$ cat config.mk
export PLATFORM = sky130hd
export DESIGN_NAME = regfile_dbg_arbiter
export DESIGN_NICKNAME = d
export VERILOG_FILES = /design/src/rtl/regfile_dbg_arbiter.sv
export SDC_FILE = /design/constraint.sdc
export NUM_CORES = 1
export LEC_CHECK = 0
export ABC_AREA = 1
export CORE_UTILIZATION = 30
export DETAILED_ROUTE_END_ITERATION = 6
export PLACE_DENSITY = 0.79
export SKIP_LAST_GASP = 1
export SLEW_MARGIN = 25
export SYNTH_ARGS = -nofsm -noshare
export SYNTH_HDL_FRONTEND = slang
export SYNTH_SLANG_ARGS = --single-unit
$ cat constraint.sdc
create_clock -name clk -period 1.3 [get_ports clk]
set_input_delay 0.195 -clock clk [delete_from_list [all_inputs] [get_ports clk]]
set_output_delay 0.195 -clock clk [all_outputs]
set_load 0.02 [all_outputs]
$ cat src/rtl/regfile_dbg_arbiter.sv
// Arbitrates the 65C02 register file op/DI port between the microcode core and a debug monitor.
// Optional forced-grant timeout in WAIT is enabled by defining REGFILE_ARB_TIMEOUT_EN.
module regfile_dbg_arbiter #(
    parameter int TIMEOUT   = 255,
    parameter int TIMEOUT_W = 8
) (
    input  logic       clk,
    input  logic       RST,
    input  logic       rdy,
    input  logic [6:0] core_op,
    input  logic [7:0] core_di,
    input  logic       core_sync,
    output logic       core_rdy,
    input  logic       dbg_req,
    input  logic       dbg_we,
    input  logic [3:0] dbg_addr,
    input  logic [7:0] dbg_wdata,
    output logic       dbg_ack,
    output logic       dbg_err,
    output logic [7:0] dbg_rdata,
    output logic [6:0] rf_op,
    output logic [7:0] rf_di,
    input  logic [7:0] rf_do,
    output logic       rf_rdy,
    output logic [1:0] dbg_state
);

    typedef enum logic [1:0] {
        S_IDLE   = 2'd0,
        S_WAIT   = 2'd1,
        S_ACCESS = 2'd2,
        S_RESP   = 2'd3
    } state_t;

    state_t     r_state;
    state_t     w_next;
    logic       r_err;
    logic       w_err_next;
    logic [7:0] r_rdata;
    logic       w_force;

`ifdef REGFILE_ARB_TIMEOUT_EN
    logic [TIMEOUT_W-1:0] r_cnt;

    assign w_force = (r_cnt == TIMEOUT_W'(TIMEOUT)) && rdy;

    // Zero outside WAIT, so every entry into WAIT starts counting from 0.
    always_ff @(posedge clk) begin
        if (RST || r_state != S_WAIT || w_next != S_WAIT) begin
            r_cnt <= '0;
        end else begin
            r_cnt <= r_cnt + 1'b1;
        end
    end
`else
    logic [TIMEOUT_W-1:0] w_unused_timeout;

    assign w_force          = 1'b0;
    assign w_unused_timeout = TIMEOUT_W'(TIMEOUT);
`endif

    always_ff @(posedge clk) begin
        if (RST) begin
            r_state <= S_IDLE;
            r_err   <= 1'b0;
            r_rdata <= 8'h00;
        end else begin
            r_state <= w_next;
            r_err   <= w_err_next;
            if (r_state == S_ACCESS && !dbg_we) begin
                r_rdata <= rf_do;
            end
        end
    end

    always_comb begin
        w_next     = r_state;
        w_err_next = r_err;
        case (r_state)
            S_IDLE: begin
                if (dbg_req) begin
                    // Only A/X/Y/S (0-3) are writable; reject without touching the regfile.
                    if (dbg_we && dbg_addr[3:2] != 2'b00) begin
                        w_next     = S_RESP;
                        w_err_next = 1'b1;
                    end else begin
                        w_next = S_WAIT;
                    end
                end
            end
            S_WAIT: begin
                if (!dbg_req) begin
                    w_next = S_IDLE;
                end else if ((core_sync && rdy) || w_force) begin
                    w_next = S_ACCESS;
                end
            end
            S_ACCESS: begin
                w_next     = S_RESP;
                w_err_next = 1'b0;
            end
            S_RESP:  w_next = S_IDLE;
            default: w_next = S_IDLE;
        endcase
    end

    always_comb begin
        rf_op    = core_op;
        rf_di    = core_di;
        rf_rdy   = rdy;
        core_rdy = rdy;
        case (r_state)
            S_ACCESS: begin
                core_rdy = 1'b0;
                rf_rdy   = 1'b1;
                rf_op    = {dbg_we, dbg_addr[1:0], dbg_addr};
                rf_di    = dbg_wdata;
            end
            S_RESP: begin
                // A rejected access never stalled the core, so its response stays pass-through.
                if (!r_err) begin
                    core_rdy = 1'b0;
                    rf_op[6] = 1'b0;
                end
            end
            default: ;
        endcase
        if (RST) begin
            rf_op[6] = 1'b0;
        end
    end

    assign dbg_ack   = (r_state == S_RESP);
    assign dbg_err   = (r_state == S_RESP) && r_err;
    assign dbg_rdata = r_rdata;
    assign dbg_state = r_state;

endmodule

# ---- Word level (Yosys, flattened, before mapping)
# Index checks and enable logic that the tools add are counted.
dict set report word_totals {
  reg_bits 11
  latch_bits 0
  ram_bits 0
  romBits 0
  in_bits 41
  elab_cells 35
  n_memories 0
}
dict set report op_classes {
  add_sub_neg 0
  n_mul 0
  div 0
  n_lt_le_gt_ge 0
  eq_ne 6
  shift 0
  mux 16
  bitwise 0
  n_reduce_logical 10
}
# cell n
set op_table {}
lappend op_table {{2-bit two-way mux} 4}
lappend op_table {{8-bit two-way mux} 1}
lappend op_table {{2-bit one-hot mux with 4 select lines} 1}
lappend op_table {{1-bit two-way mux} 6}
lappend op_table {{6-bit two-way mux} 1}
lappend op_table {{1-bit one-hot mux with 2 select lines} 3}
lappend op_table {{2-bit == test (second input constant)} 2}
lappend op_table {{1-bit logical AND} 4}
lappend op_table {{2-bit inequality test (second input constant)} 2}
lappend op_table {{2-bit nonzero test} 2}
lappend op_table {{3-bit inequality test (second input constant)} 1}
lappend op_table {{3-bit AND reduction} 1}
lappend op_table {{2-bit by 1-bit == test with 1-bit output (second input constant)} 1}
lappend op_table {{2-bit zero test} 1}
lappend op_table {{2-bit AND reduction} 1}
lappend op_table {{1-bit zero test} 1}

# ---- Depth between registers and ports, before layout
dict set report depth {
  word_depth 5
  ltp_mapped 7
  depth_no_buf 7
}

# ---- Worst setup path after synthesis
# Ideal clock, no wire load.
dict set report synth_path {
  path_type {reg-to-output}
  start {reg r_state[1] (netlist: dbg_state[1])}
  end {out rf_di[0]}
  arrival_ns 1.119
  required_ns 1.105
  path_slack_ns -0.014
  stages_incl_launch_ff 6
  n_path_buf 1
  cell_sequence {dfxtp_1 -> nand2_4 -> inv_4 -> buf_2 -> nand2_1 -> nand2_1}
}
dict set report synth_via {
  elab_chain_cells 2
}
# element line
set synth_rtl {}
lappend synth_rtl {{start: declaration} 35} ;# state_t r_state;
lappend synth_rtl {{start signal: assignment} 68} ;# r_state <= w_next;
lappend synth_rtl {{2-bit == test} 112} ;# case (r_state)
lappend synth_rtl {{8-bit two-way mux} 112}
lappend synth_rtl {{end: declaration} 22} ;# output logic [7:0] rf_di,
# Every way passes these cells.

# ---- Worst setup path in the final report
dict set report layout_path {
  start {reg r_state[0] (netlist: dbg_state[0])}
  end {out rf_di[6]}
}
# The elaborated chain is that of the path after synthesis.

==> out/metrics.yaml <==
cts:
  path_clk_slew_ns: 0.06
  cts_buffers: 3
  clock-sinks: 11
  htree_levels: 1
  clockBufferDepth: 2
  clockRootBuffer: "clkbuf_4"
  clk_latency_ns: 0.26
  cts_tree: "yes"
power:
  ir_worst_vdd_uv: 580
  leakage_nw: 0.842
  p_seq_share_pct: 28.4
  p_int_mw: 0.857
  power.total_mw: 1.33
  p_per_area_nw_per_um2: 776
  switching_share_pct: 35.5
  combPwrFrac_pct: 55.2
  power_frac_clock_pct: 16.4
  power_switching_mw: 0.471
die:
  coreArea_um2: 2300
  core.rowCount: 17
  die-width_um: 52.2
  die_area_um2: 2720
  initial_core_util_pct: 32.8
  num_io_pins: 70
  die_y_um: 52.2
sta:
  fmax_mhz: 729
  fin_ws_ns: -0.0714
  setup_viol: 16
  rsz0062_at_grt: "yes"
  finalCritPeriodShare_pct: 105
  slew_viol_final: 0
  fin_worst_skew_ns: 0.00121
  relSlewSlack_pct: 86.1
  tightestPinTransition_ns: 0.206
  fin_crit_ns: 1.37
  setup_tns_ns: -0.889
  hold_viol: 0
setup_path:
  r2r_slack_ns: 0.10
  crit_buf_inv: 4
  worst-path-max-fanout: 6
  crit_chain: "inv_2 -> nand2_4 -> inv_4 -> buf_4 -> nand2_1 -> nand2_1 -> buf_6"
  worstSetupEndpointType: "output pin"
  cpMaxStageDelayCell: "dfxtp_2"
  critPathRequiredTime_ns: 1.11
  max_stage_delay_ns: 0.35
  start_kind: "register"
  worst-setup-path-type: "reg -> out"
  arrival_ns: 1.18
  crit_family: "buffers and inverters"
  timing.critical_path.mode_cell: "nand2_1"
placed_design:
  dp.cells: 224
  dpl_cell_area_um2: 1580
  dpl.hpwl_um: 2050
  place.gp.congestion: 0.724
  port_buffers: 69
cells_and_area:
  fillers: 185
  seqCellArea_um2: 225
  synthToLayoutAreaGrowth_pct: 127
  fin_cells: 231
  diodes: 0
  fin_area_um2: 1710
  nets: 245
  utilization_pct: 74.5
  drive_above_1_share_pct: 39.4
  multi_input_area_um2: 522
logic_synthesis:
  synth_simple_gate_area_share_pct: 45.6
  ys_ff_latch: 11
  synth_xor_area_share_pct: 0
  synthAdderAreaFrac_pct: 0
  synthMuxAreaShare_pct: 0
  syn_inst: 117
  synthDistinctLibCells: 16
  yosys_warnings: 0
  synth_nets: 158
  synthesis.area_um2: 754
  synth-compound-area-share_pct: 14.6
  synth_top_family_by_area: "simple AND/OR/NAND/NOR gates"
  synth.avg_cell_area_um2: 6.45
  ys_seq_area_share_pct: 29.2
global_routing:
  grt_max_degree: 18
  grt_pass1_vias: 1004
  overflow: 0
  grt_use_total_pct: 20.9
  busiest_layer: "met2"
  use_met2_pct: 42.7
  antenna_found_initial: 0
  grt_pass1_wl_um: 4260
  gr-usage-met1_pct: 19.5
  grtUsageMet3_pct: 6.43
routing:
  viasPerCell: 4.52
  drt_iter0_drc: 5
  detail_route.wl_per_cell_um: 12.0
  drcViolationCount: 0
  vias: 1045
  drt_pre_antenna_iters: 5
  wl_um: 2780
  antenna_left: 0
status:
  violations: "negative setup slack"
  status: "finished with violations"
worst_hold_path:
  hold_path.class: "reg -> reg"
job:
  max_cap_viol_count: 0
area by class of cell:
type / count / share of cell area, %
multi-input cells: 90 / 30.5
flip-flops and latches: 11 / 13.2
clock buffers: 4 / 1.54
inverters: 12 / 2.78
repair buffers: 86 / 50.0
well taps: 28 / 2.05
per-stage QoR:
step	hold slack, ns	worst slack, ns
2_1_floorplan	0.332	0.000707
3_3_place_gp	0.458	-0.455
3_5_place_dp	0.459	-0.437
6_report	0.468	-0.0714
4_1_cts	0.471	-0.213
5_1_grt	0.480	-0.137
worst paths after layout:
kind | endpoint | from | cells past startpoint
worst min register to register | dbg_rdata[1] | dbg_rdata[1] | 2
worst max register to register | dbg_rdata[5] | dbg_state[0] | 8
worst min-delay path | dbg_rdata[1] | dbg_rdata[1] | 2
worst max-delay path | rf_di[6] | dbg_state[0] | 7
power by group through the flow:
stage | clock, mW | combinational (mW) | sequential [mW]
3_3_place_gp | 0 | 0.645 | 0.381
3_5_place_dp | 0 | 0.657 | 0.382
2_1_floorplan | 0 | 0.268 | 0.403
4_1_cts | 0.230 | 0.723 | 0.375
6_report | 0.218 | 0.734 | 0.377
5_1_grt | 0.252 | 0.778 | 0.378
worst reg2reg max path: stages (launching register included):
cell and delay, ns:
dfxtp_2 0.34, inv_2 0.06, nand2_4 0.07, inv_4 0.07
buf_6 0.11, buf_4 0.21, nand2_4 0.10, nand2_1 0.09
a21oi_2 0.05
state kept, by name, indices dropped and copies added (netlist names):
signal / flops
dbg_state: 2
r_err: 1
dbg_rdata: 8
logic make-up (layout without fill, tap and decap cells):
family | count (synthesis) | count (layout)
and+or+nand+nor | 74 | 74
AOI/OAI and AO/OA | 16 | 16
buffers and inverters | 16 | 102
DFF | 11 | 11
synth_stat cells:
cell type	number	area (um2)
a21oi_1	5	25.0
nand2_4	2	22.5
dfxtp_1	11	220
nand3_1	1	5.00
buf_8	1	15.0
inv_1	9	33.8
buf_4	1	7.51
a21oi_2	8	70.1
inv_2	2	7.51
o21ai_1	1	5.00
buf_2	2	10.0
nand3_2	8	80.1
inv_4	1	6.26
o21ai_0	2	10.0
nand2_1	59	221
nor2_1	4	15.0
what timing repair did:
item / in CTS / in global routing
endpoints found under the setup margin: 29 / 22
buffers inserted: 5 / 0
hold buffers: 0 / 0
pin swaps: 2 / 6
resized for setup: 140 / 17
cell usage in the layout (no fill, tap or decap):
cell	n
a21oi_1	4
a21oi_2	8
a21oi_4	1
buf_12	2
buf_2	2
buf_4	11
buf_6	22
clkbuf_1	1
clkbuf_2	1
clkbuf_4	3
clkdlybuf4s50_1	40
dfxtp_1	9
dfxtp_2	1
dfxtp_4	1
dlygate4sd2_1	8
inv_1	8
inv_2	3
inv_4	1
nand2_1	47
nand2_2	9
nand2_4	5
nand3_1	1
nand3_2	8
nor2_1	3
nor2_4	1
o21ai_0	1
o21ai_1	1
o21ai_2	1
routing by layer:
layer	routed length [um]	share of wire, %
met5	0	0
met1	1060	38
met3	293	11
met2	1400	51
met4	19	0.68
Note: power is estimated with default switching activity, not from simulation.
